<file path="config.mk">
export PLATFORM = sky130hd
export DESIGN_NAME = lenet_argmax_classifier
export DESIGN_NICKNAME = d
export VERILOG_FILES = /design/src/rtl/lenet_pkg.sv /design/src/rtl/lenet_argmax_step.sv /design/src/rtl/lenet_argmax_classifier.sv
export SDC_FILE = /design/constraint.sdc
export NUM_CORES = 1
export LEC_CHECK = 0
export ABC_CLOCK_PERIOD_IN_PS = 12800
export BUFFER_PORTS_ARGS = -buffer_cell sky130_fd_sc_hd__buf_2
export CORE_MARGIN = 1.5
export CORE_UTILIZATION = 61
export DETAILED_ROUTE_END_ITERATION = 10
export HOLD_SLACK_MARGIN = 0.06
export PLACE_DENSITY = 0.86
export SLEW_MARGIN = 0
export SYNTH_ARGS = -nofsm -noshare
export SYNTH_HDL_FRONTEND = slang
export SYNTH_SLANG_ARGS = --single-unit
export TNS_END_PERCENT = 10
</file>
<file path="constraint.sdc">
create_clock -name clk -period 12.8 [get_ports clk]
set_clock_uncertainty 0.05 [all_clocks]
set_input_delay 1.28 -clock clk [delete_from_list [all_inputs] [get_ports clk]]
set_output_delay 1.28 -clock clk [all_outputs]
set_load 0.05 [all_outputs]
</file>
<file path="src/rtl/lenet_pkg.sv">
// Shared constants, FSM state encoding and width helper for the LeNet argmax classifier.
package lenet_pkg;

  localparam int NUM_CLASSES = 10;

  typedef enum logic [1:0] {
    IDLE = 2'd0,
    SCAN = 2'd1,
    HOLD = 2'd2
  } state_t;

  function automatic int score_w(input int bitwidth);
    return bitwidth + 8;
  endfunction

endpackage

</file>
<file path="src/rtl/lenet_argmax_step.sv">
// One comparison step of the running top-1/top-2 search.
// Strict compares keep the lowest index on ties; an equal value still raises the runner-up.
module lenet_argmax_step #(
  parameter int W  = 17,
  parameter int IW = 4
) (
  input  logic signed [W-1:0]  best_i,
  input  logic        [IW-1:0] best_idx_i,
  input  logic signed [W-1:0]  second_i,
  input  logic signed [W-1:0]  cand_i,
  input  logic        [IW-1:0] cand_idx_i,
  output logic signed [W-1:0]  best_o,
  output logic        [IW-1:0] best_idx_o,
  output logic signed [W-1:0]  second_o
);

  always_comb begin
    best_o     = best_i;
    best_idx_o = best_idx_i;
    second_o   = second_i;
    if (cand_i > best_i) begin
      second_o   = best_i;
      best_o     = cand_i;
      best_idx_o = cand_idx_i;
    end else if (cand_i > second_i) begin
      second_o = cand_i;
    end
  end

endmodule

</file>
<file path="src/rtl/lenet_argmax_classifier.sv">
// Captures a score vector, scans it one class per cycle and holds the argmax,
// its score and the top-1/top-2 margin until the consumer accepts them.
//
// Handshakes: a transfer happens on a rising edge where valid && ready are both
// high; valid never depends on ready, and a held result stays stable until taken.
module lenet_argmax_classifier
  import lenet_pkg::*;
#(
  parameter int BITWIDTH    = 9,
  parameter int NUM_CLASSES = lenet_pkg::NUM_CLASSES,
  localparam int SCORE_W    = score_w(BITWIDTH),
  localparam int IDX_W      = $clog2(NUM_CLASSES)
) (
  input  logic                      clk,
  input  logic                      rst,
  input  logic signed [SCORE_W-1:0] scores [NUM_CLASSES-1:0],
  input  logic                      scores_valid,
  output logic                      scores_ready,
  output logic        [IDX_W-1:0]   class_idx,
  output logic signed [SCORE_W-1:0] max_score,
  output logic        [SCORE_W:0]   margin,
  output logic                      result_valid,
  input  logic                      result_ready,
  output logic                      busy
);

  localparam logic signed [SCORE_W-1:0] MOST_NEG = {1'b1, {(SCORE_W-1){1'b0}}};

  state_t state_q, state_d;

  logic signed [SCORE_W-1:0] bank_q [NUM_CLASSES-1:0];
  logic signed [SCORE_W-1:0] best_q, second_q;
  logic        [IDX_W-1:0]   best_idx_q, idx_q;
  logic        [IDX_W-1:0]   class_idx_q;
  logic signed [SCORE_W-1:0] max_score_q;
  logic        [SCORE_W:0]   margin_q;

  logic signed [SCORE_W-1:0] best_d, second_d;
  logic        [IDX_W-1:0]   best_idx_d;
  logic signed [SCORE_W:0]   margin_d;
  logic                      accept;
  logic                      last_step;

  assign scores_ready = (state_q == IDLE) && !rst;
  assign accept       = scores_valid && scores_ready;
  assign last_step    = (idx_q == IDX_W'(NUM_CLASSES - 1));
  assign result_valid = (state_q == HOLD);
  assign busy         = (state_q != IDLE);

  assign class_idx = class_idx_q;
  assign max_score = max_score_q;
  assign margin    = margin_q;

  lenet_argmax_step #(
    .W  (SCORE_W),
    .IW (IDX_W)
  ) u_step (
    .best_i     (best_q),
    .best_idx_i (best_idx_q),
    .second_i   (second_q),
    .cand_i     (bank_q[idx_q]),
    .cand_idx_i (idx_q),
    .best_o     (best_d),
    .best_idx_o (best_idx_d),
    .second_o   (second_d)
  );

  // One extra bit keeps best - second non-negative across the full signed range.
  assign margin_d = {best_d[SCORE_W-1], best_d} - {second_d[SCORE_W-1], second_d};

  always_ff @(posedge clk) begin
    if (rst) state_q <= IDLE;
    else     state_q <= state_d;
  end

  always_comb begin
    state_d = state_q;
    case (state_q)
      IDLE:    if (accept) state_d = SCAN;
      SCAN:    if (last_step) state_d = HOLD;
      HOLD:    if (result_ready) state_d = IDLE;
      default: state_d = IDLE;
    endcase
  end

  always_ff @(posedge clk) begin
    if (accept) begin
      for (int i = 0; i < NUM_CLASSES; i++) bank_q[i] <= scores[i];
    end
  end

  always_ff @(posedge clk) begin
    if (rst) begin
      best_q      <= '0;
      best_idx_q  <= '0;
      second_q    <= '0;
      idx_q       <= '0;
      class_idx_q <= '0;
      max_score_q <= '0;
      margin_q    <= '0;
    end else if (accept) begin
      best_q     <= scores[0];
      best_idx_q <= '0;
      second_q   <= MOST_NEG;
      idx_q      <= IDX_W'(1);
    end else if (state_q == SCAN) begin
      best_q     <= best_d;
      best_idx_q <= best_idx_d;
      second_q   <= second_d;
      idx_q      <= idx_q + IDX_W'(1);
      if (last_step) begin
        class_idx_q <= best_idx_d;
        max_score_q <= best_d;
        margin_q    <= margin_d;
      end
    end
  end

endmodule

</file>
; ---- Word-level counts from Yosys, hierarchy flattened
; Memory sizes are Yosys's and may differ from the RTL's.
; Cells that the tools add are included.
[totals]
ff_bits = 83
ram_bits = 170
input_bits = 174
output_inout_bits = 42
wordCells = 47
mem_count = 1
[memory_table]
columns = memory, words, width, read_ports, rd_clocked_by_memory_dff, write_ports, line
row1 = bank_q, 10, 17, 1, 0, 10, lenet_argmax_classifier.sv:31  ; logic signed [SCORE_W-1:0] bank_q [NUM_CLASSES-1:0];
[op_classes]
add_sub_neg = 2
magnitude_cmp = 2
n_eq_ne = 6
muxes = 16
bitwise_logic = 1
reduce_logical = 9
[op_table]
columns = cell, count
row1 = $mux W17, 7
row2 = $gt A17 B17 Y1, 2
row3 = $sub A17 B17 Y18, 1
row4 = $mux W2, 3
row5 = $pmux W2 S3, 1
row6 = $reduce_and A3 Y1, 2
row7 = $add A4 B1 Y4 const B, 1
row8 = $eq A4 B4 Y1 const B, 1
row9 = $mux W1, 4
row10 = $mux W4, 1
row11 = $ne A2 B2 Y1 const B, 2
row12 = $reduce_bool A2 Y1, 2
row13 = $eq A2 B1 Y1 const B, 1
row14 = $eq A2 B2 Y1 const B, 1
row15 = $logic_and A1 B1 Y1, 2
row16 = $logic_not A2 Y1, 1
row17 = $ne A2 B1 Y1 const B, 1
row18 = $reduce_or A2 Y1, 1
row19 = $logic_not A1 Y1, 1
row20 = $not A1 Y1, 1

; ---- Logic depth before layout (Yosys ltp)
; Gate-level depths: netlist of the first run.
; An unclocked memory read counts as a cell.
[depth]
ltp_word = 6
depth_mapped = 26
depth_no_buf = 22

; ---- By module
; Synthesis of the first run repeated with hierarchy kept, for this count alone.
[hier_totals]
cells_unflattened = 1031
hier_area_um2 = 12009.0
[modules_own_cells]
columns = mod, n_inst, cells_per_inst, area_per_inst_um2, seq_area_each_um2
row1 = lenet_argmax_classifier, 1, 799, 10431.3, 6766.5
row2 = lenet_argmax_step, 1, 232, 1577.8, 0.0

; ---- Least setup slack after synthesis of the first run
; Ideal clock, no wire load.
[synth_path]
path_kind = input to register
from = input rst
to = register best_q[10]
setup_time_ps = 82
arrival_ps = 8516
required_ps = 12668
path_slack_ps = 4153
path_stages = 6
path_buffers = 2
cell_sequence = nor3_1 -> and2_1 -> clkbuf_1 -> clkbuf_1 -> a22oi_1 -> a21oi_1
[synth_between]
elab_chain_cells = 4
elab_cells_between_ends = 5
classes_between = 1 x mux / 4 x reduce/logical
[synth_rtl]
columns = item, line
row1 = start: declaration, lenet_argmax_classifier.sv:15  ; input logic rst,
row2 = $logic_not A1 Y1 (*), lenet_argmax_classifier.sv:44  ; assign scores_ready = (state_q == IDLE) && !rst;
row3 = $logic_and A1 B1 Y1 (*), lenet_argmax_classifier.sv:44
row4 = $logic_and A1 B1 Y1 (*), lenet_argmax_classifier.sv:45  ; assign accept = scores_valid && scores_ready;
row5 = named net accept, lenet_argmax_classifier.sv:41  ; logic accept;
row6 = $mux W17 / $reduce_bool A2 Y1 (equally long branches), n/a
row7 = end signal: assignment, lenet_argmax_classifier.sv:102  ; best_q <= scores[0];
row8 = end signal: assignment, lenet_argmax_classifier.sv:107  ; best_q <= best_d;
row9 = end: declaration, lenet_argmax_classifier.sv:32  ; logic signed [SCORE_W-1:0] best_q, second_q;
; The timed path passes the listed nets; every way through them passes the cells marked *.
; A chain may end at the register's enable or synchronous reset.

; ---- Final worst setup path of the first run
[layout_path]
from = register idx_q[0]
to = register margin_q[16], in the netlist margin[16]
[layout_between]
elab_chain_cells = 5
elab_cells_between_ends = 9
classes_between = 1 x add/sub / 2 x order compare / 1 x eq/ne / 3 x mux / 1 x reduce/logical / 1 x memory
[layout_rtl]
columns = item, line
row1 = start: declaration, lenet_argmax_classifier.sv:33  ; logic [IDX_W-1:0] best_idx_q, idx_q;
row2 = start signal: assignment, lenet_argmax_classifier.sv:110  ; idx_q <= idx_q + IDX_W'(1);
row3 = $mem_v2 Z10 W17 (*), n/a
row4 = $gt A17 B17 Y1, lenet_argmax_step.sv:25  ; end else if (cand_i > second_i) begin
row5 = $mux W17, lenet_argmax_step.sv:25
row6 = $mux W17 (*), lenet_argmax_step.sv:21  ; if (cand_i > best_i) begin
row7 = named net second_d[0], lenet_argmax_classifier.sv:38  ; logic signed [SCORE_W-1:0] best_d, second_d;
row8 = $sub A17 B17 Y18 (*), lenet_argmax_classifier.sv:69  ; assign margin_d = {best_d[SCORE_W-1], best_d} - {second_d[SCORE_W-1], second_d};
row9 = end signal: assignment, lenet_argmax_classifier.sv:114  ; margin_q <= margin_d;
row10 = end: declaration, lenet_argmax_classifier.sv:36  ; logic [SCORE_W:0] margin_q;
; Marked as above.

==> results of run 1 <==
-- layout make-up --
cell class | count | area, µm² | area share
diodes | 1 | 2.50 | 0.000176
clock buffers | 30 | 687 | 0.0483
flip-flops and latches | 253 | 6770 | 0.476
repair buffers | 226 | 1160 | 0.0815
clock inverters | 18 | 176 | 0.0124
well taps | 265 | 332 | 0.0233
multi-input cells | 625 | 4930 | 0.347
inverters | 43 | 161 | 0.0114
-- worst register-to-register path, delay by kind of cell, from the launching register on --
family | cells | cell delay, ns
AO/OA/AOI/OAI | 11 | 2.51
AND/OR/NAND/NOR | 6 | 2.02
adder cells (fa/ha/maj) | 3 | 1.00
buffers and inverters | 2 | 0.79
multiplexers | 1 | 0.65
flip-flops | 1 | 0.41
-- where the power goes --
group | switching [µW] | internal (µW)
clock network | 318 | 446
registers | 20.5 | 911
logic | 389 | 274
total | 727 | 1630
-- layout by cell type, fill, tap and decap left out, drive strengths merged, types with 3 or more instances in the layout --
cell	count
inv	43
clkinv	11
o211ai	5
a211oi	23
mux4	34
a21o	28
nand2	54
ha	53
xor2	3
nand3b	6
mux2i	17
or3	4
xnor2	4
buf	226
nor2b	21
nand3	37
clkinvlp	4
a221oi	16
dfxtp	83
bufinv	3
o21a	5
nor2	45
clkbuf	30
a21oi	72
nor3	17
or2	6
mux2	16
nand2b	5
a311oi	19
a21boi	3
o31ai	17
nor4	3
a22oi	17
and3	5
o21ai	50
edfxtp	170
nand4	10
-- path summary, 6_finish.rpt --
| path | startpoint | to | cells after the start |
|---|---|---|---|
| min reg2reg | margin[4] | margin[4] | 2 |
| min | margin[4] | margin[4] | 2 |
| max | idx_q[0] | margin[16] | 23 |
| max reg2reg | idx_q[0] | margin[16] | 23 |
-- state kept, by name, indices dropped and copies added, names as in the netlist --
name / count
idx_q: 4
margin: 18
best_q: 17
state_q: 2
class_idx: 4
best_idx_q: 4
second_q: 17
max_score: 17
bank_q: 170
-- cells by family after synthesis --
family | Yosys count | share of synthesized area
compound gates | 274 | 0.153
xor+xnor | 7 | 0.00504
fa+ha+maj | 54 | 0.0562
buf+inv | 105 | 0.0385
flops | 253 | 0.556
mux | 67 | 0.0918
simple gates | 223 | 0.0994
-- metrics by stage --
stage               power [µW]  area (µm²)  setup WS [ns]
floorplan                 1450       12200           4.15
detailed placement        1590       13400           5.51
global route              2470       14200           4.89
CTS                       2350       14200           5.36
finish                    2360       14200           5.25
global placement          1580       13400           5.77
-- routing by layer --
metal	vias up	wire length [µm]	GRT usage
met5	-	0	0
met4	0	625	0.0781
met3	54	2570	0.0570
met2	445	13400	0.436
met1	4221	12300	0.402
li1	4187	-	-
==> flow_metrics.env, run 1 <==
export IMPL_avgViaCountPerCell=6.10
export IMPL_synth_fp_nets=1211
export IMPL_synth_edff_count=170
export IMPL_antenna_found_initial=1
export IMPL_setup_violations=0
export IMPL_synth_distinct_cells=69
export IMPL_dieArea_um2=20800
export IMPL_core_area_um2=19500
export IMPL_hold_worst_slack_ns=0.397
export IMPL_drv_cap=0
export IMPL_p_leak_uw=0.00543
export IMPL_clockRootBuffer="clkbuf_16"
export IMPL_maxSlewViolCount=0
export IMPL_dp_cells=1412
export IMPL_grt_remaining_overflow=0
export IMPL_first_global_vias=8480
export IMPL_min_path_type="reg -> reg"
export IMPL_fmax_ghz=0.132
export IMPL_max_stage_delay_ns=0.72
export IMPL_slew_headroom=0.143
export IMPL_wl_per_cell_um=19.8
export IMPL_firstDrtPassIters=5
export IMPL_drc_errors=0
export IMPL_synth_top_area_share=0.420
export IMPL_syn_inst=983
export IMPL_ant_nets=0
export IMPL_cp_required_ns=13.17
export IMPL_crit_slowest_cell="buf_4"
export IMPL_drive_gt1_frac=0.295
export IMPL_synth_ff_type="edfxtp_1"
export IMPL_ctsResizeCount=0
export IMPL_row_count=51
export IMPL_clk_latency_ns=0.54
export IMPL_cts_buffers=26
export IMPL_grt_use_total=0.280
export IMPL_fin_nets=1403
export IMPL_n_fill_cell=1319
export IMPL_start_util=0.623
export IMPL_clockBufferDepth=3
export IMPL_syn_cell_area_um2=12200
export IMPL_grt_max_degree=87
export IMPL_rsz0062_at_grt="no"
export IMPL_rrSetupSlack_ns=5.25
export IMPL_drt_iter0_drc=745
export IMPL_async_flop_share=0
export IMPL_postCtsHoldBufs=0
export IMPL_place_gp_congestion=0.903
export IMPL_cp_max_fo=50
export IMPL_yosysMostFrequentCell="edfxtp_1"
export IMPL_crit_chain="buf_4, mux4_2, nor2b_1, a211oi_1, a21oi_1, ha_1, nand4_1, nor4_2, a2111oi_0, o21ai_2, nand3_2, or2_2, a31oi_1, ha_1, inv_1, fa_1, a211oi_1, nor2_1, a41o_1, o2111a_1, o211ai_1, a21boi_0, o41ai_1"
export IMPL_powerDensity_nw_per_um2=166
export IMPL_vdd_ir_drop_worst_mv=0.131
export IMPL_portBuffers=215
export IMPL_clk_pin_slew_ns=0.06
export IMPL_synth_top_cells_by_count="edfxtp_1, dfxtp_1, a21oi_1"
export IMPL_syn_area_per_cell_um2=12.4
export IMPL_cts_tree="yes"
export IMPL_die_w_um=144
export IMPL_postCtsSetupBuffers=0
export IMPL_outcome="finished, final reports clean"
export IMPL_critPathCaptureType="register"
export IMPL_arrival_ns=7.92
export IMPL_cts_max_level=1
export IMPL_yosys_warnings=0
export IMPL_synth_seq_area_share=0.556
export IMPL_synth_top_area_cell="edfxtp_1"
export IMPL_num_io_pins=216
export IMPL_hold_viol=0
export IMPL_grt_pass1_wl_um=44800
export IMPL_finalCritPeriodShare=0.590
export IMPL_ys_ff_latch=253
export IMPL_dp_hpwl_um=20000
export IMPL_cp_buffers_inverters=2
export IMPL_drt_total_wl_um=28900
export IMPL_tightest_slew_ns=1.28
export IMPL_synth_area_leaders="edfxtp_1, dfxtp_1, mux4_2, ha_1, a21oi_1"
export IMPL_cts_sinks=253
export IMPL_area_growth_syn_to_layout_pct=16.9
export IMPL_die_y_um=144
export IMPL_vias=8907
export IMPL_worstSetupPathType="reg -> reg"
export IMPL_fin_tns_setup_ns=0
export IMPL_start_kind="register"
export IMPL_post_route_min_period_ns=7.55
export IMPL_critPathTopFamily="compound AO/OA/AOI/OAI gates"
export IMPL_instances_no_fill=1461
export IMPL_post_route_util=0.728
Power figures use the tool's default switching activity.
==> run 2: changes to the inputs <==
ABC_CLOCK_PERIOD_IN_PS = 7250   (was 12800)
CORE_UTILIZATION = 56   (was 61)
PLACE_DENSITY = 0.8   (was 0.86)
clock period = 7.25 ns   (was 12.8 ns; I/O delays follow)
==> flow_metrics.env, run 2 (synthesized netlist as in run 1, its figures left out) <==
export IMPL_outcome="finished, final reports clean"
export IMPL_largest_reg_flops=170
export IMPL_firstDrtPassIters=5
export IMPL_critPathCaptureType="register"
export IMPL_cp_required_ns=7.63
export IMPL_grt_use_total=0.255
export IMPL_cp_max_fo=40
export IMPL_ctsResizeCount=0
export IMPL_cts_buffers=25
export IMPL_p_leak_uw=0.00544
export IMPL_antenna_cells=0
export IMPL_arrival_ns=7.06
export IMPL_drv_cap=0
export IMPL_rsz0062_at_grt="no"
export IMPL_clk_pin_slew_ns=0.06
export IMPL_powerDensity_nw_per_um2=288
export IMPL_hold_worst_slack_ns=0.312
export IMPL_min_path_type="in -> reg"
export IMPL_first_global_vias=8260
export IMPL_area_growth_syn_to_layout_pct=16.9
export IMPL_postCtsHoldBufs=0
export IMPL_ant_nets=0
export IMPL_portBuffers=215
export IMPL_avgViaCountPerCell=6.00
export IMPL_fin_nets=1407
export IMPL_finalCritPeriodShare=0.921
export IMPL_dp_hpwl_um=20700
export IMPL_setup_violations=0
export IMPL_start_util=0.575
export IMPL_grt_max_degree=81
export IMPL_clockRootBuffer="clkbuf_16"
export IMPL_row_count=53
export IMPL_drt_total_wl_um=28700
export IMPL_mostFrequentLayoutCell="buf_2"
export IMPL_largest_register="bank_q"
export IMPL_vdd_ir_drop_worst_mv=0.228
export IMPL_fmax_ghz=0.150
export IMPL_die_w_um=150
export IMPL_tightest_slew_ns=0.968
export IMPL_clockBufferDepth=3
export IMPL_vias=8833
export IMPL_drt_iter0_drc=767
export IMPL_die_y_um=150
export IMPL_rrSetupSlack_ns=0.57
export IMPL_num_io_pins=216
export IMPL_grt_remaining_overflow=0
export IMPL_cts_tree="yes"
export IMPL_postCtsSetupBuffers=0
export IMPL_drc_errors=0
export IMPL_drive_gt1_frac=0.294
export IMPL_slew_headroom=0.355
export IMPL_dieArea_um2=22600
export IMPL_cts_max_level=1
export IMPL_post_route_min_period_ns=6.68
export IMPL_n_fill_cell=1576
export IMPL_core_area_um2=21200
export IMPL_cts_sinks=253
export IMPL_maxSlewViolCount=0
export IMPL_fin_tns_setup_ns=0
export IMPL_antenna_found_initial=0
export IMPL_place_gp_congestion=0.899
export IMPL_grt_pass1_wl_um=44200
export IMPL_register_area_um2=6770
export IMPL_layout_common_cells="buf_2, edfxtp_1, dfxtp_1"
export IMPL_clk_latency_ns=0.54
export IMPL_multi_input_area_um2=4930
export IMPL_wl_per_cell_um=19.5
export IMPL_worstSetupPathType="reg -> reg"
export IMPL_start_kind="register"
export IMPL_hold_viol=0
-- run 2: final cells by class --
class | instances | area share
Sequential cell | 253 | 0.476
Multi-Input combinational cell | 625 | 0.347
Timing Repair Buffer | 231 | 0.0850
Clock buffer | 35 | 0.0487
Tap cell | 275 | 0.0242
Inverter | 43 | 0.0113
Clock inverter | 11 | 0.00792
-- run 2: through the flow --
stage	power, µW	setup WS [ns]	util	instance area (µm²)	instances
floorplan	2550	1.53	-	12200	983
global placement	2800	0.828	0.634	13400	1427
detailed placement	2830	0.651	0.634	13400	1427
CTS	4100	0.621	0.672	14200	1473
global route	4300	0.122	0.672	14200	1473
finish	4090	0.572	0.672	14200	1473
-- run 2: final timing paths --
path | endpoint | cells after the start | startpoint
min | bank_q[8][13] | 1 | scores[149]
max | margin[16] | 22 | idx_q[1]
max reg2reg | margin[16] | 22 | idx_q[1]
min reg2reg | margin[11] | 2 | margin[11]
-- run 2: power by group --
part           internal, µW  leakage (µW)  total [µW]  switching, µW
Sequential             1610       0.00225        1650           37.3
Combinational           491       0.00280        1180            688
Clock                   739      0.000393        1270            529
Total                  2840       0.00544        4090           1250
-- run 2: per-layer routing --
layer,GRT usage,vias up,share of wire
li1,-,4195,-
met1,0.377,4161,0.44
met2,0.387,444,0.45
met3,0.0527,33,0.095
met4,0.0627,0,0.021
met5,0,-,0
-- run 2: critical path, cell delays in order (launching register included) --
cell and delay [ns]:
dfxtp_2 0.96, mux4_2 0.43, nor2b_1 0.15, a211oi_1 0.25, a21oi_1 0.16, ha_1 0.39, and4_1 0.23, a21oi_1 0.14
o22ai_1 0.16, or4_4 0.79, nand2_2 0.29, nor2_1 0.06, a31oi_1 0.16, ha_1 0.19, inv_1 0.06, fa_1 0.42
a211oi_1 0.32, nor2_1 0.11, a41o_1 0.29, o2111a_1 0.29, o211ai_1 0.22, a21boi_0 0.13, o41ai_1 0.29
==> run 3: changes to the inputs <==
ABC_CLOCK_PERIOD_IN_PS = 5900   (was 7250)
BUFFER_PORTS_ARGS = not set   (was -buffer_cell sky130_fd_sc_hd__buf_2)
CAP_MARGIN = 15   (was not set)
CORE_UTILIZATION = 58   (was 56)
DONT_BUFFER_PORTS = 1   (was not set)
PLACE_DENSITY = 0.76   (was 0.8)
clock period = 5.9 ns   (was 7.25 ns; I/O delays follow)
==> flow_metrics.env, run 3 (synthesized netlist as in run 1, its figures left out) <==
export IMPL_outcome="finished, final reports clean"
export IMPL_die_w_um=148
export IMPL_arrival_ns=6.08
export IMPL_largest_reg_flops=170
export IMPL_clockBufferDepth=3
export IMPL_largest_register="bank_q"
export IMPL_setup_violations=0
export IMPL_vias=8288
export IMPL_cp_max_fo=14
export IMPL_fin_nets=1260
export IMPL_core_area_um2=20400
export IMPL_drt_iter0_drc=652
export IMPL_grt_pass1_wl_um=44400
export IMPL_avgViaCountPerCell=6.25
export IMPL_ant_nets=0
export IMPL_vdd_ir_drop_worst_mv=0.410
export IMPL_crit_chain="buf_12, buf_4, buf_4, mux4_2, a211oi_2, a21oi_1, ha_1, nand4_1, nor4_4, a21oi_1, or2_2, nand3_4, buf_12, mux2_2, o21ai_2, ha_1, and3_1, a21boi_1, a41o_1, o2111a_1, o211ai_1, a21boi_1, o41ai_2"
export IMPL_num_io_pins=216
export IMPL_portBuffers=0
export IMPL_min_path_type="in -> reg"
export IMPL_drv_cap=0
export IMPL_finalCritPeriodShare=0.963
export IMPL_hold_viol=0
export IMPL_layout_common_cells="edfxtp_1, dfxtp_1, a21oi_1"
export IMPL_drt_total_wl_um=29500
export IMPL_cts_buffers=26
export IMPL_tightest_slew_ns=0.979
export IMPL_rsz0062_at_grt="yes"
export IMPL_maxSlewViolCount=0
export IMPL_worstSetupPathType="reg -> reg"
export IMPL_dp_cells=1242
export IMPL_start_kind="register"
export IMPL_firstDrtPassIters=5
export IMPL_mostFrequentLayoutCell="edfxtp_1"
export IMPL_r2r_start="idx_q[0]"
export IMPL_place_area_um2=12700
export IMPL_place_gp_congestion=0.942
export IMPL_die_y_um=148
export IMPL_row_count=52
export IMPL_r2r_cells=23
export IMPL_drc_errors=0
export IMPL_crit_slowest_cell="mux4_2"
export IMPL_post_place_ws_ns=-0.0883
export IMPL_wl_per_cell_um=22.2
export IMPL_reg2reg_to="margin[16]"
export IMPL_rrSetupSlack_ns=0.22
export IMPL_worst_slack_ns=0.216
export IMPL_clk_latency_ns=0.55
export IMPL_critPathCaptureType="register"
export IMPL_dp_hpwl_um=20000
export IMPL_fmax_ghz=0.176
export IMPL_cp_endpoint="margin[16]"
export IMPL_antenna_found_initial=3
export IMPL_post_route_min_period_ns=5.68
export IMPL_powerDensity_nw_per_um2=375
export IMPL_grt_remaining_overflow=0
export IMPL_dieArea_um2=21800
export IMPL_instances_no_fill=1326
export IMPL_crit_start="idx_q[0]"
export IMPL_grt_max_degree=120
export IMPL_cts_max_level=1
export IMPL_p_leak_uw=0.00499
export IMPL_drive_gt1_frac=0.217
export IMPL_max_stage_delay_ns=0.53
export IMPL_grt_use_total=0.264
export IMPL_slew_headroom=0.347
export IMPL_start_util=0.595
export IMPL_cts_tree="yes"
export IMPL_area_growth_syn_to_layout_pct=15.5
export IMPL_cp_required_ns=6.29
export IMPL_first_global_vias=7953
export IMPL_clockRootBuffer="clkbuf_16"
export IMPL_cts_sinks=253
export IMPL_clk_pin_slew_ns=0.07
export IMPL_finalInstanceArea_um2=14000
[run 3: cell types whose count changed in the layout (fill, tap and decap cells not counted), moves of 6 or more]
cell	change
o21ai_1	+6
buf_2	-215
buf_12	+10
a211oi_1	-10
o21ai_0	-11
dlygate4sd3_1	+9
buf_4	+44
clkinv_1	-6
a211oi_2	+10
[run 3: final cells by class]
class	instances	area, µm²
Clock buffer	42	781
Timing Repair Buffer	83	826
Clock inverter	6	80.1
Sequential cell	253	6770
Antenna cell	4	10.0
Inverter	43	161
Tap cell	270	338
Fill cell	1461	6380
Multi-Input combinational cell	625	5080
[run 3: worst min path at each step]
stage | from | to | slack (ns) | cells past startpoint
3_3_place_gp | best_idx_q[3] | class_idx[3] | 0.41 | 2
3_5_place_dp | best_idx_q[1] | class_idx[1] | 0.41 | 2
5_1_grt | scores[15] | bank_q[0][15] | 0.06 | 0
6_report | scores[15] | bank_q[0][15] | 0.08 | 0
4_1_cts | rst | max_score[16] | 0.06 | 1
2_1_floorplan | best_idx_q[3] | class_idx[3] | 0.40 | 2
[run 3: metrics by stage]
stage / TNS, ns / utilization / power, µW / hold WS, ns
3_3_place_gp: 0 / 0.621 / 3510 / 0.408
2_1_floorplan: 0 / - / 3130 / 0.402
6_report: 0 / 0.687 / 5260 / 0.0813
3_5_place_dp: -0.137 / 0.621 / 3520 / 0.411
4_1_cts: 0 / 0.667 / 5170 / 0.0601
5_1_grt: -0.135 / 0.687 / 5520 / 0.0605
[run 3: repair_timing]
| action | in CTS | in global routing |
|---|---|---|
| setup endpoints to repair | 4 | 10 |
| cloned | 0 | 2 |
| endpoints found under the hold margin | 41 | 7 |
| pin swaps | 1 | 13 |
| buffers inserted | 3 | 17 |
| hold buffers | 3 | 7 |
| resized for setup | 8 | 36 |
[run 3: report_power, final]
| part | total [µW] | leakage, µW | internal (µW) | switching (µW) |
|---|---|---|---|---|
| logic | 1620 | 0.00231 | 729 | 895 |
| registers | 2010 | 0.00225 | 1980 | 35.7 |
| clock network | 1630 | 0.000423 | 951 | 676 |
[run 3: critical path, delay by kind of cell (launching register included)]
kind                     cells  cell delay, ns
multiplexers                 2            0.87
AND/OR/NAND/NOR              5            1.19
flip-flops                   1            0.37
buffers and inverters        4            0.50
AO/OA/AOI/OAI               10            1.89
adder cells (fa/ha/maj)      2            0.66
[run 3: per-layer routing]
layer | global-route usage | up-vias | share of wire
li1 | - | 3904 | -
met1 | 0.367 | 3978 | 0.43
met2 | 0.404 | 356 | 0.46
met3 | 0.0830 | 50 | 0.093
met4 | 0.0733 | 0 | 0.024
met5 | 0 | - | 0
